<file path="config.mk">
export PLATFORM = sky130hd
export DESIGN_NAME = counter_4b_ctrl_flat
export DESIGN_NICKNAME = d
export VERILOG_FILES = /design/src/rtl/counter_4b_pkg.sv /design/src/rtl/counter_4b_ctrl_if.sv /design/src/rtl/counter_4b_model.sv /design/src/rtl/counter_4b_ctrl.sv /design/src/flat_wrapper.sv
export SDC_FILE = /design/constraint.sdc
export NUM_CORES = 1
export LEC_CHECK = 0
export CAP_MARGIN = 20
export CORE_MARGIN = 2
export CORE_UTILIZATION = 36
export DETAILED_ROUTE_END_ITERATION = 10
export PLACE_DENSITY_LB_ADDON = 0.25
export SYNTH_ARGS = -nofsm -noshare
export SYNTH_HDL_FRONTEND = slang
export SYNTH_SLANG_ARGS = --single-unit
</file>
<file path="constraint.sdc">
create_clock -name clk -period 2.4 [get_ports clk]
set_clock_uncertainty 0.05 [all_clocks]
set_input_delay 0.36 -clock clk [delete_from_list [all_inputs] [get_ports clk]]
set_output_delay 0.36 -clock clk [all_outputs]
set_load 0.01 [all_outputs]
</file>
<file path="src/rtl/counter_4b_pkg.sv">
// Shared mode codes and controller state encoding for the 4-bit counter initiator.
package counter_4b_pkg;

  localparam logic [1:0] COUNT_UP     = 2'b00;
  localparam logic [1:0] COUNT_DOWN   = 2'b01;
  localparam logic [1:0] COUNT_3_DOWN = 2'b10;
  localparam logic [1:0] CHARGE       = 2'b11;

  typedef enum logic [1:0] {
    IDLE  = 2'b00,
    LOADP = 2'b01,
    RUN   = 2'b10,
    FIN   = 2'b11
  } state_e;

endpackage

</file>
<file path="src/rtl/counter_4b_ctrl_if.sv">
// Job command channel (valid/ready) between the sequencer and the counter initiator.
interface counter_4b_ctrl_if #(
  parameter int CNT_W = 4,
  parameter int LEN_W = 8
);
  logic             CMD_VALID;
  logic             CMD_READY;
  logic [1:0]       CMD_MODO;
  logic [CNT_W-1:0] CMD_D;
  logic [LEN_W-1:0] CMD_LEN;

  modport master (output CMD_VALID, CMD_MODO, CMD_D, CMD_LEN, input CMD_READY);
  modport slave  (input CMD_VALID, CMD_MODO, CMD_D, CMD_LEN, output CMD_READY);
endinterface

</file>
<file path="src/rtl/counter_4b_model.sv">
// One-step behavioural model of the counter: next value and wrap flag for a given mode.
module counter_4b_model
  import counter_4b_pkg::*;
#(
  parameter int CNT_W = 4
) (
  input  logic [CNT_W-1:0] shadow_i,
  input  logic [1:0]       mode_i,
  input  logic [CNT_W-1:0] d_i,
  output logic [CNT_W-1:0] next_q_o,
  output logic             wrap_o
);

  always_comb begin
    next_q_o = shadow_i;
    wrap_o   = 1'b0;
    case (mode_i)
      COUNT_UP: begin
        next_q_o = shadow_i + CNT_W'(1);
        wrap_o   = (shadow_i == {CNT_W{1'b1}});
      end
      COUNT_DOWN: begin
        next_q_o = shadow_i - CNT_W'(1);
        wrap_o   = (shadow_i == '0);
      end
      COUNT_3_DOWN: begin
        // a step of 3 from 0, 1 or 2 crosses below zero
        next_q_o = shadow_i - CNT_W'(3);
        wrap_o   = (shadow_i <= CNT_W'(2));
      end
      default: begin
        next_q_o = d_i;
        wrap_o   = 1'b0;
      end
    endcase
  end

endmodule

</file>
<file path="src/rtl/counter_4b_ctrl.sv">
// Runs one preload+count job on a counter_4b, shadows its Q, checks Q/LOAD every
// cycle and reports DONE, the wrap count and a per-job error flag.
module counter_4b_ctrl
  import counter_4b_pkg::*;
#(
  parameter int CNT_W = 4,
  parameter int LEN_W = 8
) (
  input  logic             clk,
  input  logic             RESET_N,
  counter_4b_ctrl_if.slave cmd,
  output logic             ENABLE,
  output logic [1:0]       MODO,
  output logic [CNT_W-1:0] D,
  input  logic [CNT_W-1:0] Q,
  input  logic             LOAD,
  output logic             DONE,
  output logic [LEN_W-1:0] WRAPS,
  output logic             ERR
);

  state_e           state_q;
  logic [1:0]       mode_q;
  logic [1:0]       modo_q;
  logic [CNT_W-1:0] d_q;
  logic [CNT_W-1:0] shadow_q;
  logic [CNT_W-1:0] shadow_d;
  logic [LEN_W-1:0] len_q;
  logic [LEN_W-1:0] wraps_q;
  logic             enable_q;
  logic             done_q;
  logic             err_q;
  logic             first_q;
  logic             wrap_d;
  logic             check_fail;

  counter_4b_model #(.CNT_W(CNT_W)) u_model (
    .shadow_i (shadow_q),
    .mode_i   (mode_q),
    .d_i      (d_q),
    .next_q_o (shadow_d),
    .wrap_o   (wrap_d)
  );

  // first_q marks the cycle right after the preload, where LOAD must still be high
  assign check_fail    = (Q != shadow_q) || (LOAD != first_q);
  assign cmd.CMD_READY = (state_q == IDLE);

  assign ENABLE = enable_q;
  assign MODO   = modo_q;
  assign D      = d_q;
  assign DONE   = done_q;
  assign WRAPS  = wraps_q;
  assign ERR    = err_q;

  always_ff @(posedge clk or negedge RESET_N) begin
    if (!RESET_N) begin
      state_q  <= IDLE;
      mode_q   <= COUNT_UP;
      modo_q   <= COUNT_UP;
      d_q      <= '0;
      shadow_q <= '0;
      len_q    <= '0;
      wraps_q  <= '0;
      enable_q <= 1'b0;
      done_q   <= 1'b0;
      err_q    <= 1'b0;
      first_q  <= 1'b0;
    end else begin
      done_q <= 1'b0;
      case (state_q)
        IDLE: begin
          if (cmd.CMD_VALID) begin
            mode_q   <= cmd.CMD_MODO;
            d_q      <= cmd.CMD_D;
            shadow_q <= cmd.CMD_D;
            len_q    <= cmd.CMD_LEN;
            wraps_q  <= '0;
            err_q    <= 1'b0;
            enable_q <= 1'b1;
            modo_q   <= CHARGE;
            first_q  <= 1'b1;
            state_q  <= LOADP;
          end
        end
        LOADP: begin
          modo_q <= mode_q;
          if (len_q != '0) begin
            enable_q <= 1'b1;
            state_q  <= RUN;
          end else begin
            enable_q <= 1'b0;
            state_q  <= FIN;
          end
        end
        RUN: begin
          if (check_fail) err_q <= 1'b1;
          if (wrap_d && (wraps_q != {LEN_W{1'b1}})) wraps_q <= wraps_q + LEN_W'(1);
          first_q  <= 1'b0;
          shadow_q <= shadow_d;
          len_q    <= len_q - LEN_W'(1);
          if (len_q == LEN_W'(1)) begin
            enable_q <= 1'b0;
            state_q  <= FIN;
          end
        end
        FIN: begin
          if (check_fail) err_q <= 1'b1;
          first_q <= 1'b0;
          done_q  <= 1'b1;
          state_q <= IDLE;
        end
        default: state_q <= IDLE;
      endcase
    end
  end

endmodule
</file>
<file path="src/flat_wrapper.sv">
// flat-port wrapper written by rule: the top's interface ports become plain ports
module counter_4b_ctrl_flat import counter_4b_pkg::*;
#(
  parameter int CNT_W = 4,
  parameter int LEN_W = 8
)
  (clk, RESET_N, ENABLE, MODO, D, Q, LOAD, DONE, WRAPS, ERR, cmd_CMD_VALID, cmd_CMD_MODO, cmd_CMD_D, cmd_CMD_LEN, cmd_CMD_READY);
  counter_4b_ctrl_if #(.CNT_W(CNT_W), .LEN_W(LEN_W)) cmd_i ();
  input  logic clk;
  input  logic RESET_N;
  output logic ENABLE;
  output logic [1:0] MODO;
  output logic [CNT_W-1:0] D;
  input  logic [CNT_W-1:0] Q;
  input  logic LOAD;
  output logic DONE;
  output logic [LEN_W-1:0] WRAPS;
  output logic ERR;
  input wire logic [$bits(cmd_i.CMD_VALID)-1:0] cmd_CMD_VALID;
  input wire logic [$bits(cmd_i.CMD_MODO)-1:0] cmd_CMD_MODO;
  input wire logic [$bits(cmd_i.CMD_D)-1:0] cmd_CMD_D;
  input wire logic [$bits(cmd_i.CMD_LEN)-1:0] cmd_CMD_LEN;
  output wire logic [$bits(cmd_i.CMD_READY)-1:0] cmd_CMD_READY;
  assign cmd_i.CMD_VALID = cmd_CMD_VALID;
  assign cmd_i.CMD_MODO = cmd_CMD_MODO;
  assign cmd_i.CMD_D = cmd_CMD_D;
  assign cmd_i.CMD_LEN = cmd_CMD_LEN;
  assign cmd_CMD_READY = cmd_i.CMD_READY;
  counter_4b_ctrl #(.CNT_W(CNT_W), .LEN_W(LEN_W)) u_core (.clk(clk), .RESET_N(RESET_N), .cmd(cmd_i), .ENABLE(ENABLE), .MODO(MODO), .D(D), .Q(Q), .LOAD(LOAD), .DONE(DONE), .WRAPS(WRAPS), .ERR(ERR));
endmodule
</file>
==> impl_metrics.tcl, run 1 <==
set metrics [dict create \
    dpl_cell_area_um2 2793 \
    p_switching_mw 1.530 \
    critPathKind "flip-flop to primary output" \
    clock-sinks 34 \
    avgRoutedWirePerCell_um 15.33 \
    cpPeakStageDelay_ns 0.55 \
    setup_tns_ns 0 \
    antenna_found_initial 0 \
    grt_max_degree 35 \
    worstMarginPinSlew_ns 0.5883 \
    hpwl_um 3926 \
    maxSlewHeadroom_pct 60.78 \
    routed-via-count 2027 \
    path_buf_inv 3 \
    layout_min_cycle_time_ns 2.247 \
    p_comb_share_pct 55.5 \
    core.rowCount 29 \
    synth_area_um2 2325 \
    async_reset_ff_share_pct 100.0 \
    io_buffers 39 \
    instances_no_fill 366 \
    post-route-period-util_pct 93.63 \
    p_leak_nw 1.188 \
    finalHoldViolations 0 \
    synthCells 252 \
    swShare_pct 44.00 \
    track_usage_pct 16.27 \
    fin_area_um2 2872 \
    clock_power_share_pct 11.6 \
    worstHoldPathType "input pin to asynchronous set/reset pin" \
    clock.fmax_mhz 445.0 \
    n_antenna_cell 0 \
    synth.distinct_cells 55 \
    route.detailed.drc 0 \
    status "finished, final reports clean" \
    cts_tree "done" \
    first_global_vias 1993 \
    irDropWorstVdd_uv 649.3 \
    drive_gt1_share_pct 11.42 \
    slowest_stage "clkdlybuf4s50_1" \
    yosysWarnings 0 \
    postSynthAreaPerCell_um2 9.225 \
    preCtsSetupSlack_ns 0.3535 \
    vias_per_cell 5.538 \
    clk_latency_ns 0.28 \
    pwr-share-seq_pct 32.9 \
    ioPinCount 40 \
    postCtsHoldBufs 0 \
    die_h_um 84.36 \
    rsz0062_at_grt "no" \
    ys_ff_latch 34 \
    path_delay_family "buffers and inverters" \
    regArea_um2 850.8 \
    cts_buffer_depth 2 \
    end_kind "primary output" \
    cts_buffers 5 \
    ctsResizeCount 0 \
    final_util_pct 45.48 \
    crit_chain "inv_1, ha_1, buf_4, clkdlybuf4s50_1" \
    nets 325 \
    drtIter0Drc 67 \
    place.gp.congestion 0.8366 \
    ys_seq_area_share_pct 36.60 \
    dp_cells 359 \
    start_util_pct 36.82 \
    dieArea_um2 7117 \
    die_x_um 84.36 \
    synth_nets 288 \
    root_buffer "clkbuf_8" \
    required_ns 1.99 \
    cap_viol_max_count 0 \
    whs_ns 0.4455 \
    p_int_mw 1.947 \
    cts_setup_buffers 0 \
    wl_um 5612 \
    p_per_area_nw_per_um2 1211 \
    htreeDepth 2 \
    drv_slew 0 \
    setup_slack_ns 0.1529 \
    total_power_mw 3.477 \
    syn_to_final_growth_pct 23.52 \
    first_pass_iters 4 \
    grt_first_pass_wirelength_um 9528 \
    dominantRegCellSynth "dfrtp_1" \
    startpoint_type "flip-flop" \
    core_um2 6314 \
    clkSlewWorstSetupHoldPaths_ns 0.07 \
    ant_nets 0 \
    synth_edf_count 0 \
    arrival_ns 1.84 \
    multi_input_area_um2 1350 \
    nFillCells 631 \
    setup_viol 0 \
    overflow 0 \
    crit_fanout 10 \
]
Yosys cell counts, types with 7 or more instances:
cell type,number,share of area (%)
ha_1,13,7.0
inv_1,11,1.8
dfrtp_1,34,37
nor2_1,7,1.1
o21ai_0,14,3.0
mux2i_1,8,3.4
nand3_1,15,3.2
a21oi_1,9,1.9
nor3b_1,8,2.6
nand2_1,31,5.0
o211ai_1,10,3.2
layer usage:
metal | wire (µm) | part of all wire, % | global-route usage [%]
met2 | 2647 | 47 | 27.78
met1 | 2693 | 48 | 21.49
met4 | 24 | 0.43 | 3.175
met5 | 0 | 0 | 0
met3 | 247 | 4.4 | 3.441
layout make-up:
| type | instances | share of cell area [%] |
|---|---|---|
| multi-input combinational | 189 | 47.02 |
| timing repair buffer | 47 | 15.69 |
| clock inverter | 2 | 0.3486 |
| clock buffer | 5 | 2.397 |
| sequential | 34 | 29.63 |
| tap | 77 | 3.355 |
| inverter | 12 | 1.569 |
logic make-up after synthesis:
family          count (synthesis)  share of synthesized area [%]
simple gates                   84                          19.81
compound gates                 69                          21.05
flops                          34                          36.60
buf+inv                        29                          5.328
mux                            14                          6.351
fa+ha+maj                      14                          7.858
xor+xnor                        8                          3.014
power groups by stage:
stage	combinational, mW	clock (mW)	sequential [mW]
floorplan	1.40	0	1.08
global placement	1.91	0	1.15
detailed placement	1.93	0	1.15
CTS	1.95	0.419	1.14
global route	2.17	0.444	1.19
finish	1.93	0.402	1.14
path summary, 6_finish.rpt:
path	from	to	slack (ns)	cells past startpoint
setup / recovery	u_core.state_q[0]$_DFFE_PN0P_	cmd_CMD_READY	0.15	4
max in group asynchronous	RESET_N	u_core.WRAPS[0]$_DFFE_PN0P_	1.53	2
hold / removal	RESET_N	u_core.len_q[2]$_DFFE_PN0P_	0.45	2
hold reg to reg	u_core.D[1]$_DFFE_PN0P_	u_core.D[1]$_DFFE_PN0P_	0.49	1
setup reg to reg	u_core.mode_q[0]$_DFFE_PN0P_	u_core.WRAPS[5]$_DFFE_PN0P_	0.33	6
min in group clk	u_core.D[1]$_DFFE_PN0P_	u_core.D[1]$_DFFE_PN0P_	0.49	1
worst reg2reg max path, delay by kind of cell, from the launching register on:
kind	cells	cell delay (ns)
flip-flops	1	0.44
AO/OA/AOI/OAI	3	0.72
adder cells (fa/ha/maj)	1	0.34
AND/OR/NAND/NOR	2	0.41
cell usage in the layout, fill, tap and decap left out, types with 3 or more instances in the layout:
cell type | netlist | final
o211ai_1 | 10 | 10
xnor2_1 | 3 | 3
clkdlybuf4s50_1 | 0 | 39
a31oi_1 | 3 | 3
a22oi_1 | 5 | 5
clkbuf_8 | 0 | 5
nor2_1 | 7 | 7
buf_4 | 0 | 8
dfrtp_1 | 34 | 34
nand4_1 | 3 | 3
nand2_1 | 31 | 31
o221ai_1 | 5 | 5
o21ai_0 | 14 | 14
inv_1 | 11 | 11
mux2_2 | 6 | 6
nand2b_1 | 4 | 4
nor3b_1 | 8 | 8
a21oi_1 | 9 | 9
and4_1 | 4 | 4
xor2_1 | 5 | 5
mux2i_1 | 8 | 8
ha_1 | 13 | 13
nand3_1 | 15 | 15
nor3_1 | 3 | 3
sequential cells by signal, indices dropped and copies added, names as in the netlist:
register,cells
u_core.WRAPS,8
u_core.len_q,8
u_core.D,4
u_core.shadow_q,4
u_core.MODO,2
u_core.mode_q,2
u_core.state_q,2
u_core.DONE,1
u_core.ENABLE,1
u_core.ERR,1
u_core.first_q,1
Note: power is estimated with default switching activity, not from simulation.
==> run 2, diff against run 1 <==
--- a/config.mk
+++ b/config.mk
@@ -9,7 +9,7 @@
 export CORE_MARGIN = 2
 export CORE_UTILIZATION = 36
 export DETAILED_ROUTE_END_ITERATION = 10
-export PLACE_DENSITY_LB_ADDON = 0.25
+export PLACE_DENSITY_LB_ADDON = 0.1
 export SYNTH_ARGS = -nofsm -noshare
 export SYNTH_HDL_FRONTEND = slang
 export SYNTH_SLANG_ARGS = --single-unit
==> run 2 against run 1 <==
- via count fell by 0.54%
- sequential cell count did not move
- total power rose by 1.4%
- final area rose by 0.87%
- first-iteration DRC count did not move
- routed wire length rose by 1.9%
- critical path depth fell by 1
- clock power rose by 2%
- global-route usage rose by 0.79 points
- sequential share of layout area fell by 0.26 points
- sequential power barely moved
- highest routed layer unchanged
==> impl_metrics.tcl, run 2 (synthesized netlist as in run 1, its figures left out) <==
set metrics [dict create \
    status "finished, final reports clean" \
    core_um2 6314 \
    cts_tree "done" \
    finalHoldViolations 0 \
    drv_slew 0 \
    clock-sinks 34 \
    first_pass_iters 4 \
    io_buffers 39 \
    p_leak_nw 1.195 \
    maxSlewHeadroom_pct 68.84 \
    nFillCells 631 \
    irDropWorstVdd_uv 634.9 \
    postCtsHoldBufs 0 \
    grt_first_pass_wirelength_um 9777 \
    cts_setup_buffers 0 \
    drt-met1-wl_um 2858 \
    cpPeakStageDelay_ns 0.61 \
    n_antenna_cell 0 \
    most-common-layout-cells "39 x clkdlybuf4s50_1, 34 x dfrtp_1, 31 x nand2_1, 15 x nand3_1, 14 x o21ai_0" \
    setup_viol 0 \
    clk_latency_ns 0.29 \
    avgRoutedWirePerCell_um 15.54 \
    overflow 0 \
    place.gp.congestion 0.7880 \
    required_ns 1.99 \
    critPathKind "flip-flop to primary output" \
    die_h_um 84.36 \
    whs_ns 0.4403 \
    root_buffer "clkbuf_8" \
    post-route-period-util_pct 92.77 \
    dieArea_um2 7117 \
    ant_nets 0 \
    clock.fmax_mhz 449.1 \
    dr.max_layer_used "met4" \
    core.rowCount 29 \
    track_usage_pct 17.06 \
    ioPinCount 40 \
    setup_tns_ns 0 \
    startpoint_type "flip-flop" \
    cap_viol_max_count 0 \
    cts_buffer_depth 2 \
    crit_fanout 8 \
    arrival_ns 1.82 \
    final_common_cell "clkdlybuf4s50_1" \
    vias_per_cell 5.478 \
    die_x_um 84.36 \
    end_kind "primary output" \
    first_global_vias 2020 \
    drive_gt1_share_pct 11.34 \
    htreeDepth 2 \
    hpwl_um 4101 \
    wl_met3_um 170 \
    drtIter0Drc 67 \
    route.detailed.drc 0 \
    ctsResizeCount 0 \
    rsz0062_at_grt "no" \
    crit_chain "inv_1, ha_1, clkdlybuf4s50_1" \
    routed-via-count 2016 \
    dr_wl_met2_um 2615 \
    layout_min_cycle_time_ns 2.227 \
    antenna_found_initial 0 \
    slowest_stage "clkdlybuf4s50_1" \
    start_util_pct 36.82 \
    grt_max_degree 35 \
    worstMarginPinSlew_ns 0.4662 \
    syn_to_final_growth_pct 24.60 \
    p_per_area_nw_per_um2 1218 \
    final_util_pct 45.88 \
    nets 327 \
    wl_um 5717 \
    worstHoldPathType "input pin to asynchronous set/reset pin" \
    cts_buffers 5 \
    clkSlewWorstSetupHoldPaths_ns 0.07 \
]
## run 2: cell types whose count changed in the layout (fill, tap and decap cells not counted)
cell,previous run,this run
clkinv_2,2,0
clkbuf_1,0,2
buf_4,8,9
buf_12,0,1
## run 2: layout make-up
class / instances / area, µm² / share of cell area, %
multi-input combinational: 189 / 1350 / 46.61
sequential: 34 / 850.8 / 29.37
timing repair buffer: 49 / 478.0 / 16.50
tap: 77 / 96.34 / 3.326
clock buffer: 7 / 76.32 / 2.635
inverter: 12 / 45.04 / 1.555
## run 2: path summary, 6_finish.rpt
check | cells after the start | startpoint | slack (ns) | endpoint
setup / recovery | 3 | u_core.state_q[0]$_DFFE_PN0P_ | 0.17 | cmd_CMD_READY
hold / removal | 2 | RESET_N | 0.44 | u_core.WRAPS[0]$_DFFE_PN0P_
setup reg to reg | 6 | u_core.mode_q[0]$_DFFE_PN0P_ | 0.38 | u_core.WRAPS[5]$_DFFE_PN0P_
hold reg to reg | 2 | u_core.ERR$_DFFE_PN0P_ | 0.46 | u_core.ERR$_DFFE_PN0P_
max in group asynchronous | 2 | RESET_N | 1.54 | u_core.MODO[0]$_DFFE_PN0P_
min in group clk | 2 | u_core.ERR$_DFFE_PN0P_ | 0.46 | u_core.ERR$_DFFE_PN0P_
## run 2: through the flow
step	power, mW	cells	worst slack [ns]	area [µm²]
after floorplan	2.476	252	0.4791	2325
after global placement	3.137	361	0.3966	2820
after detailed placement	3.142	361	0.3700	2820
after CTS	3.576	368	0.1459	2897
after global routing	3.892	368	0.09901	2897
final	3.527	368	0.1734	2897
## run 2: routing by layer
layer / global-route usage [%] / vias to the layer above
met5: 0 / -
met4: 5.628 / 0
met3: 3.147 / 6
met2: 28.21 / 28
met1: 22.63 / 976
li1: - / 1006
## run 2: report_power, final
part	switching (mW)	internal [mW]
Combinational	1.01	0.965
Clock	0.211	0.200
Sequential	0.325	0.822
## run 2: worst max-delay path, delay by kind of cell (launching register included)
kind	cells	cell delay, ns
adders and majority gates	1	0.38
buffers and inverters	2	0.71
DFF	1	0.44
